==> config.mk <==
export PLATFORM = sky130hd
export DESIGN_NAME = tjmono_hit_assembler
export DESIGN_NICKNAME = d
export VERILOG_FILES = /design/src/rtl/tjmono_hit_pkg.sv /design/src/rtl/tjmono_hit_assembler.sv
export SDC_FILE = /design/constraint.sdc
export NUM_CORES = 1
export LEC_CHECK = 0
export ABC_AREA = 1
export ABC_CLOCK_PERIOD_IN_PS = 1900
export BUFFER_PORTS_ARGS = -buffer_cell sky130_fd_sc_hd__buf_2
export CORE_MARGIN = 10
export CORE_UTILIZATION = 30
export DETAILED_ROUTE_END_ITERATION = 10
export PLACE_DENSITY_LB_ADDON = 0.1
export SLEW_MARGIN = 15
export SYNTH_ARGS = -nofsm -noshare
export SYNTH_HDL_FRONTEND = slang
export SYNTH_SLANG_ARGS = --single-unit
export TNS_END_PERCENT = 1
==> constraint.sdc <==
create_clock -name BUS_CLK -period 1.9 [get_ports BUS_CLK]
set_clock_uncertainty 0.2 [all_clocks]
set_input_delay 0.19 -clock BUS_CLK [delete_from_list [all_inputs] [get_ports BUS_CLK]]
set_output_delay 0.19 -clock BUS_CLK [all_outputs]
set_load 0.01 [all_outputs]
==> src/rtl/tjmono_hit_pkg.sv <==
// Shared definitions for the TJ-Monopix hit assembler.
// Holds the word tag constants, record field widths and bit offsets,
// the assembler state enum, and small helpers used by the top level.
package tjmono_hit_pkg;

  // Upstream word layout
  localparam int WORD_W    = 32;
  localparam int ID_W      = 2;
  localparam int TAG_W     = 2;
  localparam int PAYLOAD_W = 28;
  localparam int ID_LSB    = 30;
  localparam int TAG_LSB   = 28;

  // Word tags: each carries one 28-bit slice of the record
  localparam logic [TAG_W-1:0] TAG_WORD0 = 2'b00;
  localparam logic [TAG_W-1:0] TAG_WORD1 = 2'b01;
  localparam logic [TAG_W-1:0] TAG_WORD2 = 2'b10;
  localparam logic [TAG_W-1:0] TAG_ILLEGAL = 2'b11;

  // Record slice offsets
  localparam int REC_W      = 84;
  localparam int SLICE0_LSB = 0;
  localparam int SLICE1_LSB = 28;
  localparam int SLICE2_LSB = 56;

  // Record field widths
  localparam int COL_W   = 6;
  localparam int ROW_W   = 9;
  localparam int TE_W    = 6;
  localparam int LE_W    = 6;
  localparam int TS_W    = 52;
  localparam int TOKEN_W = 4;
  localparam int TOT_W   = 6;

  // Record field offsets
  localparam int COL_LSB   = 0;
  localparam int ROW_LSB   = 6;
  localparam int TE_LSB    = 15;
  localparam int LE_LSB    = 21;
  localparam int NOISE_BIT = 27;
  localparam int TS_LSB    = 28;
  localparam int TOKEN_LSB = 80;

  // Counter widths
  localparam int ERR_CNT_W = 8;
  localparam int HIT_CNT_W = 32;

  // W0/W1/W2 wait for the word with tag 00/01/10; OUT holds a finished hit
  typedef enum logic [1:0] {
    ST_W0  = 2'd0,
    ST_W1  = 2'd1,
    ST_W2  = 2'd2,
    ST_OUT = 2'd3
  } state_t;

  // Tag the assembler expects while in a given state. OUT never evaluates
  // a word, so it maps to the tag that can never match.
  function automatic logic [TAG_W-1:0] expected_tag(input state_t st);
    case (st)
      ST_W0:   expected_tag = TAG_WORD0;
      ST_W1:   expected_tag = TAG_WORD1;
      ST_W2:   expected_tag = TAG_WORD2;
      default: expected_tag = TAG_ILLEGAL;
    endcase
  endfunction

  // Time over threshold: trailing edge minus leading edge, modulo 64
  function automatic logic [TOT_W-1:0] calc_tot(input logic [TE_W-1:0] te,
                                                 input logic [LE_W-1:0] le);
    calc_tot = te - le;
  endfunction

endpackage

==> src/rtl/tjmono_hit_assembler.sv <==
// Assembles three tagged 32-bit FIFO words into one 84-bit hit record.
// Latency: first FIFO_READ at cycle 0 -> HIT_VALID at cycle 6; one hit per 7 cycles at best.
// Backpressure: holds the hit stable in OUT and issues no FIFO_READ until HIT_READY.
//
// Optional feature: define TJMONO_HIT_TOT_EN to add the registered HIT_TOT output.
//
// Ports:
//   BUS_CLK, RST           clock, synchronous active-high reset
//   FIFO_EMPTY, FIFO_DATA  upstream word FIFO (data valid the cycle after FIFO_READ)
//   FIFO_READ              single-cycle pop request
//   HIT_VALID, HIT_READY   downstream valid/ready handshake
//   HIT_COL..HIT_TOKEN     decoded record fields (HIT_TOT when enabled)
//   SEQ_ERR_CNT            saturating count of tag-sequence errors
//   ID_ERR_CNT             saturating count of identifier mismatches
//   HIT_CNT                wrapping count of hits accepted downstream
module tjmono_hit_assembler
  import tjmono_hit_pkg::*;
#(
  parameter logic [1:0] IDENTIFIER = 2'b00
) (
  input  logic                  BUS_CLK,
  input  logic                  RST,
  input  logic                  FIFO_EMPTY,
  input  logic [WORD_W-1:0]     FIFO_DATA,
  output logic                  FIFO_READ,
  output logic                  HIT_VALID,
  input  logic                  HIT_READY,
  output logic [COL_W-1:0]      HIT_COL,
  output logic [ROW_W-1:0]      HIT_ROW,
  output logic [TE_W-1:0]       HIT_TE,
  output logic [LE_W-1:0]       HIT_LE,
  output logic                  HIT_NOISE,
  output logic [TS_W-1:0]       HIT_TS,
  output logic [TOKEN_W-1:0]    HIT_TOKEN,
  output logic [ERR_CNT_W-1:0]  SEQ_ERR_CNT,
  output logic [ERR_CNT_W-1:0]  ID_ERR_CNT,
  output logic [HIT_CNT_W-1:0]  HIT_CNT
`ifdef TJMONO_HIT_TOT_EN
  ,
  output logic [TOT_W-1:0]      HIT_TOT
`endif
);

  state_t                 state;
  state_t                 state_nxt;
  logic                   pending;
  logic [REC_W-1:0]       rec;
  logic [ERR_CNT_W-1:0]   seq_err_cnt;
  logic [ERR_CNT_W-1:0]   id_err_cnt;
  logic [HIT_CNT_W-1:0]   hit_cnt;

  // Fields of the word being evaluated
  logic [ID_W-1:0]        word_id;
  logic [TAG_W-1:0]       word_tag;
  logic [PAYLOAD_W-1:0]   word_payload;

  // Evaluation outcomes; at most one is high, and only while pending
  logic                   word_id_err;
  logic                   word_store;
  logic                   word_restart;
  logic                   word_drop;
  logic                   seq_err;

  assign word_id      = FIFO_DATA[ID_LSB +: ID_W];
  assign word_tag     = FIFO_DATA[TAG_LSB +: TAG_W];
  assign word_payload = FIFO_DATA[PAYLOAD_W-1:0];

  // A word is only looked at in the cycle right after its pop. The identifier
  // check comes first so a foreign word never disturbs the sequence.
  always_comb begin
    word_id_err  = 1'b0;
    word_store   = 1'b0;
    word_restart = 1'b0;
    word_drop    = 1'b0;
    if (pending) begin
      if (word_id != IDENTIFIER) begin
        word_id_err = 1'b1;
      end else if (word_tag == expected_tag(state)) begin
        word_store = 1'b1;
      end else if (word_tag == TAG_WORD0) begin
        // A fresh word 0 mid-record starts a new record instead of being lost
        word_restart = 1'b1;
      end else begin
        word_drop = 1'b1;
      end
    end
  end

  assign seq_err = word_restart | word_drop;

  // ---------------------------------------------------------------------------
  // FSM: state register
  // ---------------------------------------------------------------------------
  always_ff @(posedge BUS_CLK) begin
    if (RST) begin
      state <= ST_W0;
    end else begin
      state <= state_nxt;
    end
  end

  // ---------------------------------------------------------------------------
  // FSM: next-state logic
  // ---------------------------------------------------------------------------
  always_comb begin
    state_nxt = state;
    case (state)
      ST_W0, ST_W1, ST_W2: begin
        if (word_store) begin
          case (state)
            ST_W0:   state_nxt = ST_W1;
            ST_W1:   state_nxt = ST_W2;
            default: state_nxt = ST_OUT;
          endcase
        end else if (word_restart) begin
          state_nxt = ST_W1;
        end else if (word_drop) begin
          state_nxt = ST_W0;
        end
      end
      ST_OUT: begin
        if (HIT_READY) begin
          state_nxt = ST_W0;
        end
      end
      default: state_nxt = ST_W0;
    endcase
  end

  // ---------------------------------------------------------------------------
  // FSM: outputs
  // ---------------------------------------------------------------------------
  // Reads alternate with evaluation cycles, so only one word is ever in flight.
  // RST gates the pop so nothing leaves the upstream FIFO during reset.
  always_comb begin
    FIFO_READ = 1'b0;
    HIT_VALID = 1'b0;
    case (state)
      ST_OUT:  HIT_VALID = 1'b1;
      default: FIFO_READ = !RST && !FIFO_EMPTY && !pending;
    endcase
  end

  // ---------------------------------------------------------------------------
  // Read tracking: pending marks the cycle FIFO_DATA holds the popped word
  // ---------------------------------------------------------------------------
  always_ff @(posedge BUS_CLK) begin
    if (RST) begin
      pending <= 1'b0;
    end else begin
      pending <= FIFO_READ;
    end
  end

  // ---------------------------------------------------------------------------
  // Record assembly. The record is untouched in OUT (no reads happen there),
  // which keeps the HIT_* outputs stable while waiting for HIT_READY.
  // ---------------------------------------------------------------------------
  always_ff @(posedge BUS_CLK) begin
    if (RST) begin
      rec <= '0;
    end else if (word_store) begin
      case (state)
        ST_W0:   rec[SLICE0_LSB +: PAYLOAD_W] <= word_payload;
        ST_W1:   rec[SLICE1_LSB +: PAYLOAD_W] <= word_payload;
        default: rec[SLICE2_LSB +: PAYLOAD_W] <= word_payload;
      endcase
    end else if (word_restart) begin
      rec[SLICE0_LSB +: PAYLOAD_W] <= word_payload;
    end
  end

`ifdef TJMONO_HIT_TOT_EN
  // te and le both live in slice 0, already stored by the time word 2 lands,
  // so TOT is captured on the same edge that enters OUT.
  logic [TOT_W-1:0] tot;

  always_ff @(posedge BUS_CLK) begin
    if (RST) begin
      tot <= '0;
    end else if (word_store && state == ST_W2) begin
      tot <= calc_tot(rec[TE_LSB +: TE_W], rec[LE_LSB +: LE_W]);
    end
  end

  assign HIT_TOT = tot;
`endif

  // ---------------------------------------------------------------------------
  // Counters: error counters stop at all-ones, the hit counter wraps
  // ---------------------------------------------------------------------------
  always_ff @(posedge BUS_CLK) begin
    if (RST) begin
      seq_err_cnt <= '0;
    end else if (seq_err && seq_err_cnt != {ERR_CNT_W{1'b1}}) begin
      seq_err_cnt <= seq_err_cnt + 1'b1;
    end
  end

  always_ff @(posedge BUS_CLK) begin
    if (RST) begin
      id_err_cnt <= '0;
    end else if (word_id_err && id_err_cnt != {ERR_CNT_W{1'b1}}) begin
      id_err_cnt <= id_err_cnt + 1'b1;
    end
  end

  always_ff @(posedge BUS_CLK) begin
    if (RST) begin
      hit_cnt <= '0;
    end else if (HIT_VALID && HIT_READY) begin
      hit_cnt <= hit_cnt + 1'b1;
    end
  end

  // ---------------------------------------------------------------------------
  // Field decode
  // ---------------------------------------------------------------------------
  assign HIT_COL     = rec[COL_LSB +: COL_W];
  assign HIT_ROW     = rec[ROW_LSB +: ROW_W];
  assign HIT_TE      = rec[TE_LSB +: TE_W];
  assign HIT_LE      = rec[LE_LSB +: LE_W];
  assign HIT_NOISE   = rec[NOISE_BIT];
  assign HIT_TS      = rec[TS_LSB +: TS_W];
  assign HIT_TOKEN   = rec[TOKEN_LSB +: TOKEN_W];
  assign SEQ_ERR_CNT = seq_err_cnt;
  assign ID_ERR_CNT  = id_err_cnt;
  assign HIT_CNT     = hit_cnt;

endmodule

-- After elaboration in Yosys (flattened, before gate mapping)
Cells that the tools add are included.
- flip-flop bits (word level): 135
- input port bits: 36
- output and inout bits: 134
- logic and storage cells: 67
- add/sub/neg operators: 3
- eq/ne operators: 9
- multiplexer cells: 27
- bitwise gates (word level): 2
- reductions and logical operators: 18
- operators by type and width (kind ; count):
    28-bit two-way mux ; 3
    32-bit by 1-bit adder with 32-bit output, second input constant ; 1
    8-bit by 1-bit adder with 8-bit output, second input constant ; 2
    8-bit != test, second input constant ; 2
    1-bit two-way mux ; 15
    2-bit two-way mux ; 6
    2-bit one-hot mux with 2 select lines ; 2
    2-bit AND reduction ; 4
    2-bit one-hot mux with 3 select lines ; 1
    1-bit logical AND ; 5
    2-bit == test, second input constant ; 2
    2-bit logical NOT ; 2
    4-bit != test, second input constant ; 1
    2-bit nonzero test ; 2
    1-bit logical NOT ; 3
    3-bit OR reduction ; 1
    2-bit by 1-bit == test with 1-bit output, second input constant ; 1
    2-bit == test ; 1
    2-bit by 1-bit != test with 1-bit output, second input constant ; 1
    2-bit != test, second input constant ; 1
    2-bit OR reduction ; 1
    1-bit NOT ; 1
    1-bit bitwise OR ; 1

-- Logic depth before layout (Yosys ltp)
- depth after elaboration: 12
- mapped depth: 12
- mapped depth without buffers: 10

-- Worst setup path after synthesis
OpenSTA, ideal clock, no wires.
- path kind: flip-flop to flip-flop
- start point: reg seq_err_cnt[1], in the netlist SEQ_ERR_CNT[1]
- end point: reg seq_err_cnt[2], in the netlist SEQ_ERR_CNT[2]
- setup time: 115 ps
- arrival: 1328 ps
- data required time: 1585 ps
- setup slack: 257 ps
- cell stages (with the launch flop): 9
- path buffers: 0
- clock period less this slack: 1643 ps
- path through: dfxtp_1 -> ha_1 -> nand3_1 -> nor2_1 -> nand2_1 -> nand3_2 -> inv_1 -> a21oi_1 -> nor2_1
- word-level cells in the longest chain between the ends: 2
- elaborated cells between the ends (all ways): 3
- classes of those cells: 1 x add/sub; 1 x eq/ne; 1 x reduce/logical
- RTL lines (what ; line ; source):
    from (decl) ; tjmono_hit_assembler.sv:48 ; logic [ERR_CNT_W-1:0] seq_err_cnt;
    from (signal assigned) ; tjmono_hit_assembler.sv:196 ; seq_err_cnt <= seq_err_cnt + 1'b1;
    parallel branches: the longest is 2 deep, another holds 8-bit by 1-bit adder with 8-bit output ; - ;
Parallel ways; which one is timed is not known.
A chain may end at the register's enable or synchronous reset.

-- Final worst setup path
- start point: reg state[1]
- end point: reg rec[35]
- word-level cells in the longest chain between the ends: 9
- elaborated cells between the ends (all ways): 11
- classes of those cells: 3 x eq/ne; 6 x mux; 2 x reduce/logical
- RTL lines (what ; line ; source):
    from (decl) ; tjmono_hit_assembler.sv:44 ; state_t state;
    from (signal assigned) ; tjmono_hit_assembler.sv:98 ; state <= state_nxt;
    2-bit == test (tied with other cells) ; tjmono_hit_pkg.sv:59 ; case (st)
    2-bit one-hot mux with 3 select lines ; tjmono_hit_pkg.sv:59 ;
    2-bit two-way mux ; tjmono_hit_assembler.sv:76 ; if (word_id != IDENTIFIER) begin
    2-bit two-way mux ; tjmono_hit_assembler.sv:75 ; if (pending) begin
    2-bit == test ; tjmono_hit_assembler.sv:78 ; end else if (word_tag == expected_tag(state)) begin
    1-bit two-way mux ; tjmono_hit_assembler.sv:78 ;
    1-bit two-way mux ; tjmono_hit_assembler.sv:76 ;
    1-bit two-way mux ; tjmono_hit_assembler.sv:75 ;
    2-bit AND reduction (no source line) (*) ; - ;
    to (signal, indexed assignment) ; tjmono_hit_assembler.sv:164 ; ST_W0: rec[SLICE0_LSB +: PAYLOAD_W] <= word_payload;
    to (signal, indexed assignment) ; tjmono_hit_assembler.sv:165 ; ST_W1: rec[SLICE1_LSB +: PAYLOAD_W] <= word_payload;
    to (signal, indexed assignment) ; tjmono_hit_assembler.sv:166 ; default: rec[SLICE2_LSB +: PAYLOAD_W] <= word_payload;
    to (decl) ; tjmono_hit_assembler.sv:47 ; logic [REC_W-1:0] rec;
Every way passes the cells marked *; elsewhere a longest branch is shown, timed or not. The select of a mux whose other input is x is not followed.

==> flow_metrics.tcl <==
set metrics [dict create \
    status "finished clean" \
    slew_headroom_pct 73.2 \
    overflow 0 \
    cp.depth 11 \
    rr_worst_depth 11 \
    required_ns 2.06 \
    end_kind "flip-flop" \
    leakagePower_nw 4.01 \
    stdcell_area_mm2 0.00856 \
    switching_power_w 0.00156 \
    slowest_delay_ns 0.35 \
    intPower_w 0.00496 \
    vias_per_cell 4.49 \
    areaGrowthSynthToFinish_pct 42.7 \
    hold_violations 0 \
    drt_iter0_drc 275 \
    power.density_mw_per_mm2 762 \
    drt-pass1-iter-count 4 \
    grt_pass1_vias 5898 \
    antenna_found_initial 0 \
    pwr-share-comb_pct 5.1 \
    regArea_mm2 0.00271 \
    final_core_util_pct 43.7 \
    gp_congestion 0.782 \
    swShare_pct 23.9 \
    critical_path.top_delay_family "simple AND/OR/NAND/NOR gates" \
    hpwl_mm 14.4 \
    period_share_pct 98.5 \
    hold_class "input port to flip-flop" \
    ir_drop_mv 0.611 \
    synth-seq-cells 135 \
    worst_pin_slew_ns 0.402 \
    grt_pass1_wl_mm 32.3 \
    p_seq_share_pct 43.8 \
    crit_fanout 7 \
    cts.sinks 135 \
    cts_max_level 4 \
    cts_buffer_depth 2 \
    cts_root_buffer "clkbuf_16" \
    io_pins 170 \
    cp_num_buf_inv 4 \
    fin_crit_ns 1.87 \
    die_w_um 161 \
    routed_wl_mm 21.2 \
    die_y_um 161 \
    cp.arrival_ns 2.03 \
    p_clk_share_pct 51.1 \
    crit_type "flip-flop to flip-flop" \
    gr-usage-all-layers_pct 15.4 \
    num_antenna_cells 0 \
    grt_max_degree 57 \
    dieArea_mm2 0.0260 \
    rsz0062_at_grt "yes" \
    nets 1143 \
    cts_tree "done" \
    synth_area_per_cell_um2 6.89 \
    tns_ns 0 \
    port_buffers 169 \
    vias 6207 \
    min_path_cells 7 \
    rows 51 \
    startpoint_type "flip-flop" \
    crit_path_top_delay_cell "dfxtp_4" \
    syn_nets 910 \
    drv_cap 0 \
    drive_above_1_share_pct 26.3 \
    core_mm2 0.0196 \
    clkSlewWorstSetupHoldPaths_ns 0.06 \
    ant_nets 0 \
    clk_latency_ns 0.42 \
    power_w 0.00653 \
    start_util_pct 30.6 \
    dpl-instance-area_mm2 0.00731 \
    yosysSeqAreaShare_pct 45.1 \
    setup_viol 0 \
    synth_cell_types 32 \
    drc 0 \
    synthesis.area_mm2 0.00600 \
    worstPathCellList "buf_6 > inv_4 > nand2_2 > nand2_2 > nand2_4 > nor2_8 > nand3_4 > inv_8 > clkbuf_16 > nor2_1 > nor2_1" \
    fmax_mhz 534 \
    fill_cells 2077 \
    multi_input_area_mm2 0.00282 \
    numCtsBuffers 17 \
    yosysWarnings 0 \
    slew_violations 0 \
    wire_per_inst_um 15.4 \
    synthCells 871 \
]
==> worst paths after layout <==
| kind | startpoint | to | slack [ns] |
|---|---|---|---|
| worst max-delay path | state[1] | rec[35] | 0.03 |
| worst min-delay path | FIFO_DATA[28] | state[0] | 0.13 |
| worst max register to register | state[1] | rec[35] | 0.03 |
| worst min register to register | rec[79] | rec[79] | 0.26 |
==> worst reg2reg max path: stages, from the launching register on <==
cell       delay [ns]
dfxtp_4          0.35
buf_6            0.13
inv_4            0.07
nand2_2          0.05
nand2_2          0.10
nand2_4          0.09
nor2_8           0.15
nand3_4          0.22
inv_8            0.16
clkbuf_16        0.17
nor2_1           0.05
nor2_1           0.09
==> kinds of logic after synthesis <==
| group | synth area share [%] |
|---|---|
| AND/OR/NAND/NOR | 34.7 |
| flip-flops | 45.1 |
| buffers and inverters | 9.37 |
| AO/OA/AOI/OAI | 8.80 |
| XOR/XNOR | 1.46 |
| adder cells (fa/ha/maj) | 0.626 |
==> synth_stat cells (all sizes together) <==
cell type  number  area (um^2)
buf            20          149
a21boi          1         11.3
clkinv          1         3.75
o21ai          41          205
xnor2           2         17.5
dfxtp         135         2700
xor2            8         70.1
a31oi           1         6.26
nand2         184          708
inv            92          345
nand4          15         93.8
a21oi          58          290
ha              3         37.5
nand3          92          488
nand3b          1         7.51
clkbuf         17         63.8
nor2          192          749
nor3            4         20.0
nor4            2         12.5
o21a            2         15.0
==> power groups by stage <==
stage / combinational, W / clock (W) / sequential, W
finish: 0.000331 / 0.00334 / 0.00286
global route: 0.000364 / 0.00354 / 0.00286
CTS: 0.000319 / 0.00342 / 0.00286
detailed placement: 0.000265 / 0 / 0.00292
global placement: 0.000263 / 0 / 0.00292
floorplan: 0.000126 / 0 / 0.00293
==> flip-flops by register name, summed over array words and instances, names as in the netlist <==
signal and count:
rec 84, pending 1, HIT_CNT 32, state 2
ID_ERR_CNT 8, SEQ_ERR_CNT 8
==> area by class of cell <==
class | instances | share of cell area (%)
repair buffers | 251 | 20.5
multi-input cells | 606 | 32.9
flip-flops and latches | 135 | 31.7
clock buffers | 18 | 5.13
clock inverters | 13 | 1.68
well taps | 265 | 3.87
inverters | 93 | 4.25
==> placed cells by master, fill, tap and decap left out, types with 5 or more instances in the layout <==
master,instances
buf_2,169
a21oi_1,58
clkbuf_16,22
o21ai_1,19
o21ai_0,15
dfxtp_1,133
xor2_1,8
nor2_1,178
nor2_2,12
buf_4,31
nand4_1,15
buf_12,8
buf_6,7
o21ai_2,7
inv_1,87
nand3_1,88
dlygate4sd3_1,31
inv_6,5
nand2_2,6
nand2_1,176
==> metal layers <==
metal	track usage (%)	vias to the layer above	part of all wire, %
li1	-	3235	-
met1	19.0	2818	46
met2	24.8	137	46
met3	5.08	17	6.8
met4	4.76	0	1.1
met5	0	-	0
==> per-stage QoR <==
stage               cells  hold WS, ns  setup WS (ns)
floorplan             871       0.0687          0.257
global placement     1304        0.196         0.0815
detailed placement   1304        0.198         0.0129
CTS                  1368        0.112        0.00857
global route         1381        0.156        -0.0482
finish               1381        0.127         0.0278
==> what timing repair did <==
action	in CTS	in global routing
endpoints found under the setup margin	2	83
resized for setup	9	41
hold endpoints to repair	91	0
hold buffers	31	0
cloned	0	6
pin swaps	1	15
buffers inserted	2	7
(Power assumes the default switching activity.)
